===== src/rtl/miner_pkg.sv =====
// Shared types and defaults for the block-header framer.
// The CHECK state exists only when HEADER_CHECKSUM_EN is defined.
package miner_pkg;

  localparam int unsigned HEADER_BYTES_DEFAULT   = 80;
  localparam int unsigned TIMEOUT_CYCLES_DEFAULT = 500000;
  localparam int unsigned BYTE_W                 = 8;
  localparam int unsigned COUNT_W                = 7;

`ifdef HEADER_CHECKSUM_EN
  typedef enum logic [1:0] {
    IDLE  = 2'd0,
    RECV  = 2'd1,
    FULL  = 2'd2,
    CHECK = 2'd3
  } framer_state_t;
`else
  typedef enum logic [1:0] {
    IDLE = 2'd0,
    RECV = 2'd1,
    FULL = 2'd2
  } framer_state_t;
`endif

  // A frame is in progress while bytes (or the trailing checksum) are awaited.
  function automatic logic state_busy(input framer_state_t s);
`ifdef HEADER_CHECKSUM_EN
    return (s == RECV) || (s == CHECK);
`else
    return (s == RECV);
`endif
  endfunction

endpackage


===== src/rtl/framer_timeout.sv =====
// Inter-byte idle timer: loadable down-counter, saturating at zero.
module framer_timeout
  import miner_pkg::*;
#(
  parameter int unsigned TIMEOUT_CYCLES = TIMEOUT_CYCLES_DEFAULT
) (
  input  logic clock,
  input  logic reset,
  input  logic clear,
  input  logic load,
  input  logic enable,
  output logic expired
);

  localparam int unsigned CNT_W = $clog2(TIMEOUT_CYCLES + 1);

  logic [CNT_W-1:0] count_q;
  logic [CNT_W-1:0] count_nxt;

  // Clear wins over load; decrement only while idle cycles are being counted.
  always_comb begin
    count_nxt = count_q;
    if (clear) begin
      count_nxt = '0;
    end else if (load) begin
      count_nxt = CNT_W'(TIMEOUT_CYCLES);
    end else if (enable && (count_q != '0)) begin
      count_nxt = count_q - CNT_W'(1);
    end
  end

  always_ff @(posedge clock) begin
    if (reset) begin
      count_q <= '0;
      expired <= 1'b1;
    end else begin
      count_q <= count_nxt;
      expired <= (count_nxt == '0);
    end
  end

endmodule


===== src/rtl/header_framer.sv =====
// Assembles HEADER_BYTES UART bytes MSB-first into one block header.
// Define HEADER_CHECKSUM_EN to require a trailing XOR byte before release.
module header_framer
  import miner_pkg::*;
#(
  parameter int unsigned HEADER_BYTES   = HEADER_BYTES_DEFAULT,
  parameter int unsigned TIMEOUT_CYCLES = TIMEOUT_CYCLES_DEFAULT
) (
  input  logic                      clock,
  input  logic                      reset,
  input  logic [7:0]                rx_data,
  input  logic                      rx_ready,
  input  logic                      header_ack,
  output logic [8*HEADER_BYTES-1:0] header_data,
  output logic                      header_valid,
  output logic                      frame_error,
  output logic [6:0]                byte_count,
  output logic                      busy
);

  localparam int unsigned HDR_W = BYTE_W * HEADER_BYTES;
  localparam logic [COUNT_W-1:0] LAST_IDX = COUNT_W'(HEADER_BYTES - 1);

  framer_state_t      state_q;
  framer_state_t      state_nxt;
  logic [HDR_W-1:0]   header_nxt;
  logic [COUNT_W-1:0] count_nxt;
  logic               error_nxt;
  logic               store;
  logic [COUNT_W-1:0] store_idx;
  logic               tmo_load;
  logic               tmo_clear;
  logic               tmo_enable;
  logic               tmo_expired;
`ifdef HEADER_CHECKSUM_EN
  logic [BYTE_W-1:0]  xor_q;
  logic [BYTE_W-1:0]  xor_nxt;
`endif

  framer_timeout #(
    .TIMEOUT_CYCLES(TIMEOUT_CYCLES)
  ) u_timeout (
    .clock  (clock),
    .reset  (reset),
    .clear  (tmo_clear),
    .load   (tmo_load),
    .enable (tmo_enable),
    .expired(tmo_expired)
  );

  // Next-state, byte placement and error decisions; rx_ready beats a timeout.
  always_comb begin
    state_nxt  = state_q;
    header_nxt = header_data;
    count_nxt  = byte_count;
    error_nxt  = 1'b0;
    store      = 1'b0;
    store_idx  = '0;
    tmo_load   = 1'b0;
    tmo_clear  = 1'b0;
    tmo_enable = state_busy(state_q) && !rx_ready;
`ifdef HEADER_CHECKSUM_EN
    xor_nxt    = xor_q;
`endif

    case (state_q)
      IDLE: begin
        if (rx_ready) begin
          store     = 1'b1;
          count_nxt = COUNT_W'(1);
          tmo_load  = 1'b1;
          state_nxt = RECV;
        end
      end
      RECV: begin
        if (rx_ready) begin
          store     = 1'b1;
          store_idx = byte_count;
          count_nxt = byte_count + COUNT_W'(1);
          tmo_load  = 1'b1;
          if (byte_count == LAST_IDX) begin
`ifdef HEADER_CHECKSUM_EN
            state_nxt = CHECK;
`else
            state_nxt = FULL;
`endif
          end
        end else if (tmo_expired) begin
          error_nxt = 1'b1;
          count_nxt = '0;
          tmo_clear = 1'b1;
          state_nxt = IDLE;
        end
      end
`ifdef HEADER_CHECKSUM_EN
      CHECK: begin
        if (rx_ready && (rx_data == xor_q)) begin
          state_nxt = FULL;
        end else if (rx_ready || tmo_expired) begin
          error_nxt = 1'b1;
          count_nxt = '0;
          tmo_clear = 1'b1;
          state_nxt = IDLE;
        end
      end
`endif
      FULL: begin
        if (header_ack && rx_ready) begin
          store     = 1'b1;
          count_nxt = COUNT_W'(1);
          tmo_load  = 1'b1;
          state_nxt = RECV;
        end else if (header_ack) begin
          count_nxt = '0;
          tmo_clear = 1'b1;
          state_nxt = IDLE;
        end else if (rx_ready) begin
          error_nxt = 1'b1;
        end
      end
      default: begin
        state_nxt = IDLE;
      end
    endcase

    // Byte k of the frame lands k bytes below the top of header_data.
    if (store) begin
      for (int unsigned i = 0; i < HEADER_BYTES; i++) begin
        if (store_idx == COUNT_W'(i)) begin
          header_nxt[HDR_W - BYTE_W*(i+1) +: BYTE_W] = rx_data;
        end
      end
`ifdef HEADER_CHECKSUM_EN
      xor_nxt = (store_idx == '0) ? rx_data : (xor_q ^ rx_data);
`endif
    end
  end

  always_ff @(posedge clock) begin
    if (reset) begin
      state_q      <= IDLE;
      header_data  <= '0;
      header_valid <= 1'b0;
      frame_error  <= 1'b0;
      byte_count   <= '0;
      busy         <= 1'b0;
`ifdef HEADER_CHECKSUM_EN
      xor_q        <= '0;
`endif
    end else begin
      state_q      <= state_nxt;
      header_data  <= header_nxt;
      header_valid <= (state_nxt == FULL);
      frame_error  <= error_nxt;
      byte_count   <= count_nxt;
      busy         <= state_busy(state_nxt);
`ifdef HEADER_CHECKSUM_EN
      xor_q        <= xor_nxt;
`endif
    end
  end

endmodule

===== config.mk =====
export PLATFORM = sky130hd
export DESIGN_NAME = header_framer
export DESIGN_NICKNAME = d
export VERILOG_FILES = /design/src/rtl/miner_pkg.sv /design/src/rtl/framer_timeout.sv /design/src/rtl/header_framer.sv
export SDC_FILE = /design/constraint.sdc
export NUM_CORES = 1
export LEC_CHECK = 0
export CORE_MARGIN = 5
export CORE_UTILIZATION = 29
export DETAILED_ROUTE_END_ITERATION = 8
export PLACE_DENSITY = 0.52
export SYNTH_ARGS = -nofsm -noshare
export SYNTH_HDL_FRONTEND = slang
export SYNTH_SLANG_ARGS = --single-unit

===== constraint.sdc =====
create_clock -name clock -period 3.5 [get_ports clock]
set_clock_uncertainty 0.1 [all_clocks]
set_input_delay 0.7 -clock clock [delete_from_list [all_inputs] [get_ports clock]]
set_output_delay 0.7 -clock clock [all_outputs]
set_load 0.02 [all_outputs]

======== After elaboration in Yosys (flattened, before gate mapping) ========
Cells that the tools add are included.
storage, ports and cells
  bits in registers ....................... 672
  bits of input ports ..................... 12
operators by class
  add/sub/neg operators ................... 2
  equal/unequal tests ..................... 87
  multiplexer cells ....................... 29
  reduce and logical (&&, ||, !) cells .... 91
operators with widths
  kind                     count
  $eq A7 B6 Y1 const B     32
  $reduce_and A2 Y1        80
  $eq A7 B7 Y1 const B     17
  $eq A7 B5 Y1 const B     16
  $mux W19                 3
  $eq A7 B4 Y1 const B     8
  $mux W7                  7
  $eq A7 B3 Y1 const B     4
  $pmux W7 S3              1
  $logic_not A19 Y1        1
  $reduce_bool A19 Y1      1
  $sub A19 B1 Y19 const B  1
  $eq A7 B2 Y1 const B     2
  $mux W2                  6
  $mux W1                  8
  $add A7 B1 Y7 const B    1
  $eq A7 B1 Y1 const B     1
  $logic_not A7 Y1         1
  $pmux W1 S2              3
  $pmux W2 S3              1
  $eq A2 B1 Y1 const B     2
  $eq A2 B2 Y1 const B     2
  $reduce_and A4 Y1        1
  $logic_and A1 B1 Y1      3
  other kinds (7)          7

======== Logic depth before layout (Yosys ltp) ========
  word-level depth ........................ 7
  depth in mapped cells ................... 11

======== By module ========
From an unflattened synthesis, not the netlist that was laid out.
second synthesis, totals
  cells, all modules ...................... 2,455
  area total of the unflattened synthesis .. 26,116.3 sq um
modules (own cells, without submodules)
  module          times used  cells each  area each (sq um)  seq. area each (sq um)
  header_framer   1           2,320       24,952.7           13,052.5
  framer_timeout  1           135         1,163.6            400.4

======== Worst setup path before layout ========
Ideal clock, no wire load.
  kind .................................... reg2reg
  start ................................... register state_q[0]
  end ..................................... register header_data[104]
  data arrival time ....................... 2,367 ps
  data required time ...................... 3,272 ps
  path slack .............................. 905 ps
  stages on the path, launching flop included .. 12
  buffers on the path ..................... 3
  period minus slack after synthesis ...... 2,595 ps
  cell sequence ........................... dfxtp_1 -> ha_1 -> buf_2 -> inv_2 -> nand3_1 -> or3b_1 -> buf_2 -> or3_1 -> buf_2 -> nor2_4 -> mux2i_1 -> nor2_1
between the ends
  longest elaborated chain between the ends .. 4
  elaborated cells between the ends (all ways) .. 8
  those cells by class .................... 3 x eq/ne; 2 x mux; 3 x reduce/logical
RTL lines
  what                                                     RTL line                                   text
  start, declared                                          header_framer.sv:24                        framer_state_t state_q;
  start signal, assigned                                   header_framer.sv:151                       state_q <= state_nxt;
  $eq A2 B1 Y1 / $logic_not A2 Y1 (equally long branches)  header_framer.sv:66                        case (state_q)
  $mux W7 / $reduce_or A2 Y1 (equally long branches)       -
  $eq A7 B7 Y1 / $pmux W1 S2 (equally long branches)       header_framer.sv:129, header_framer.sv:66
  $reduce_and A2 Y1 (no line) *                            -
  end signal, assigned                                     header_framer.sv:152                       header_data <= header_nxt;
  end, declared                                            header_framer.sv:14                        output logic [8*HEADER_BYTES-1:0] header_data,
Mark *: on every way between the ends. The rest lies on a longest branch, timed or not.
A chain may end at the register's enable or synchronous reset.

======== Worst setup path after layout ========
  start ................................... register byte_count[3]
  end ..................................... output port byte_count[3]
RTL lines
  what                    RTL line              text
  start, declared         header_framer.sv:17   output logic [6:0] byte_count,
  start signal, assigned  header_framer.sv:155  byte_count <= count_nxt;
No word-level cell between the ends.

==> out/summary.txt <==
Hold depth -> 2
Max-Cap Viols -> 0
Max FO, Critical Path -> 13
Drt first pass iters -> 6
Worst reg2reg path endpoint -> header_data[116]$_SDFFE_PP0P_
Data arrival, critical path -> 2210 ps
Multi-input logic area -> 10700 sq um
Max Freq -> 332 MHz
WS Path Type -> reg -> out
Buffers on Ports -> 661
Cell Int Power -> 0.0128 W
Post-CTS setup buffer count -> 0
Initial antenna violation count -> 1
Area Overhead vs Synth -> 43.9%
Root Buffer Master -> clkbuf_16
Setup TNS -> 0 ps
Post-synthesis cell count -> 2767
Share of the synthesized area in the top cell type -> 53.7%
Worst slew pin tran -> 703 ps
Nets -> 3403
Number of global-route vias before repair -> 21200
Bufs on Longest Clock Path -> 3
CP Capture Type -> output port
Post-synthesis cell area -> 25000 sq um
Comb pwr share -> 4.0%
Post-CTS sizing -> 0
Top_reg_cell synth -> dfxtp_1
Core ar. -> 85400 sq um
Top cells by count, synth -> dfxtp_1, nor2_1, nand2_1
Post-DP HPWL -> 69900 um
Die height -> 304 um
R2R Setup Slk -> 520 ps
1st-iter DRT viols -> 1325
PwrDens -> 466 nW/um^2
Placed Area -> 33300 sq um
Post-synthesis sequential area ratio -> 53.7%
Register-to-Register Path Depth -> 8
Hold crit path type -> reg -> reg
GRT Residual Overflow -> 0
RSZ-0062 raised after global routing -> false
Total track usage -> 21.1%
Final wirelength -> 103000 um
Clock Latency Late Sink -> 610 ps
Yosys cell types -> 63
Peak supply drop -> 0.429 mV
Worst endpoint required time -> 2700 ps
Syn Area/Cell -> 9.05 sq um
Clock tree from TritonCTS -> built
Sw Ratio -> 23.5%
Num rows -> 107
Synth Register Bits -> 672
Final worst path period need -> 3010 ps
DR vias -> 21800
Io pins -> 662
Share of layout cells above drive strength 1 -> 8.48%
Routed Antenna Nets -> 0
Final Hold Viols -> 0
EDFF count, synth -> 0
Fin crit share -> 86.0%
Clock power share -> 50.1%
Initial Util -> 29.3%
First-pass GRT wire length -> 150000 um
Finished Cell Area -> 36000 sq um
Share of synthesized registers carrying an async set or reset -> 0%
Syn nets -> 2786
Fillcell total -> 8676
Hold buffer count at CTS -> 0
Crit path from -> byte_count[3]$_SDFFE_PP0P_
H-tree levels -> 3
ANT cells -> 0
Largest net degree at the start of global routing -> 117
Status -> finished clean
Synth Warn # -> 0
Crit path to -> byte_count[3]
Clock Sink Count -> 672
Full die area -> 92300 sq um
R2R Path Start -> state_q[0]$_SDFF_PP0_
Flop pwr share -> 45.9%
Largest cells by area after synthesis -> dfxtp_1, mux2i_1, nor2_1, a21oi_1, nand3_1
Vias/cell -> 4.76
Slew headroom -> 53.1%
Fin. max-slew vios -> 0
Area leader, netlist -> dfxtp_1
LEAKAGE -> 12.6 nW
Count leader, synth -> dfxtp_1
Sequential cell area -> 13500 sq um
GPL Wtd Cong -> 0.802
Clk pin slew, worst setup/hold paths -> 60 ps
Die width -> 304 um
Avg WL per Cell -> 22.4 um
Net switching power figure -> 0.00395 W
Final setup vio count -> 0
Setup crit start kind -> flop
# DRC -> 0
Total CTS buffers -> 80
[power groups by stage]
stage               Clock, W  Sequential, W  Combinational, W
global route         0.00896        0.00770          0.000711
floorplan                  0        0.00788          0.000386
finish               0.00841        0.00770          0.000664
CTS                  0.00865        0.00770          0.000675
global placement           0        0.00787          0.000675
detailed placement         0        0.00787          0.000673
[placed cells by master (no fill, tap or decap), drive strengths merged, types with 9 or more instances in the layout]
cell type | netlist | final
nor2 | 420 | 420
a21oi | 297 | 297
clkdlybuf4s50 | 0 | 652
buf | 29 | 110
inv | 9 | 14
nand2 | 357 | 357
nand3 | 297 | 297
mux2i | 355 | 355
xor2 | 9 | 9
nor3 | 24 | 24
clkinv | 0 | 12
dfxtp | 672 | 672
clkbuf | 198 | 123
[worst max-delay path, cell delays in order, from the launching register on]
cell and delay, ps:
dfxtp_1 660, buf_4 240, clkdlybuf4s50_1 700
[stage by stage]
step | hold slack, ps | setup slack, ps | power, W | std cells | util [%]
after floorplan | 388 | 905 | 0.00826 | 2767 | -
after global placement | 340 | 115 | 0.00855 | 4446 | 39.0
after detailed placement | 345 | 121 | 0.00854 | 4446 | 39.0
after CTS | 353 | 466 | 0.0170 | 4589 | 42.2
after global routing | 367 | 380 | 0.0174 | 4589 | 42.2
final | 351 | 490 | 0.0168 | 4589 | 42.2
[layer usage]
| metal | share of wire [%] | vias up | GRT usage (%) |
|---|---|---|---|
| met5 | 0 | - | 0 |
| met4 | 3.9 | 0 | 7.61 |
| met3 | 9.5 | 165 | 8.22 |
| met2 | 45 | 775 | 33.1 |
| met1 | 42 | 10300 | 26.6 |
| li1 | - | 10600 | - |
[final cells by class]
class	count	share of cell area [%]
repair buffers	762	21.3
clock buffers	123	6.68
inverters	9	0.0938
clock inverters	20	0.750
multi-input cells	1859	29.8
well taps	1144	3.97
flip-flops and latches	672	37.3
[cell families after synthesis]
kind of cell | after synthesis | synth area share (%)
AO/OA/AOI/OAI | 332 | 7.12
XOR/XNOR | 14 | 0.490
adder cells (fa/ha/maj) | 7 | 0.350
buffers and inverters | 236 | 3.68
flip-flops | 672 | 53.7
multiplexers | 355 | 14.2
AND/OR/NAND/NOR | 1151 | 20.4
[flip-flops by register name (all words and copies together), names as in the netlist]
register           cells
busy                   1
header_valid           1
u_timeout.expired      1
frame_error            1
u_timeout.count_q     19
byte_count             7
header_data          640
state_q                2
[how the worst min path moves through the flow]
| stage | end | slack, ps | start |
|---|---|---|---|
| after floorplan | u_timeout.count_q[4]$_SDFF_PP0_ | 390 | u_timeout.count_q[4]$_SDFF_PP0_ |
| after global placement | header_data[470]$_SDFFE_PP0P_ | 340 | header_data[470]$_SDFFE_PP0P_ |
| after detailed placement | header_data[439]$_SDFFE_PP0P_ | 350 | header_data[439]$_SDFFE_PP0P_ |
| after CTS | header_data[439]$_SDFFE_PP0P_ | 350 | header_data[439]$_SDFFE_PP0P_ |
| after global routing | header_data[18]$_SDFFE_PP0P_ | 370 | header_data[18]$_SDFFE_PP0P_ |
| final | header_data[459]$_SDFFE_PP0P_ | 350 | header_data[459]$_SDFFE_PP0P_ |
Note: power is estimated with default switching activity, not from simulation.
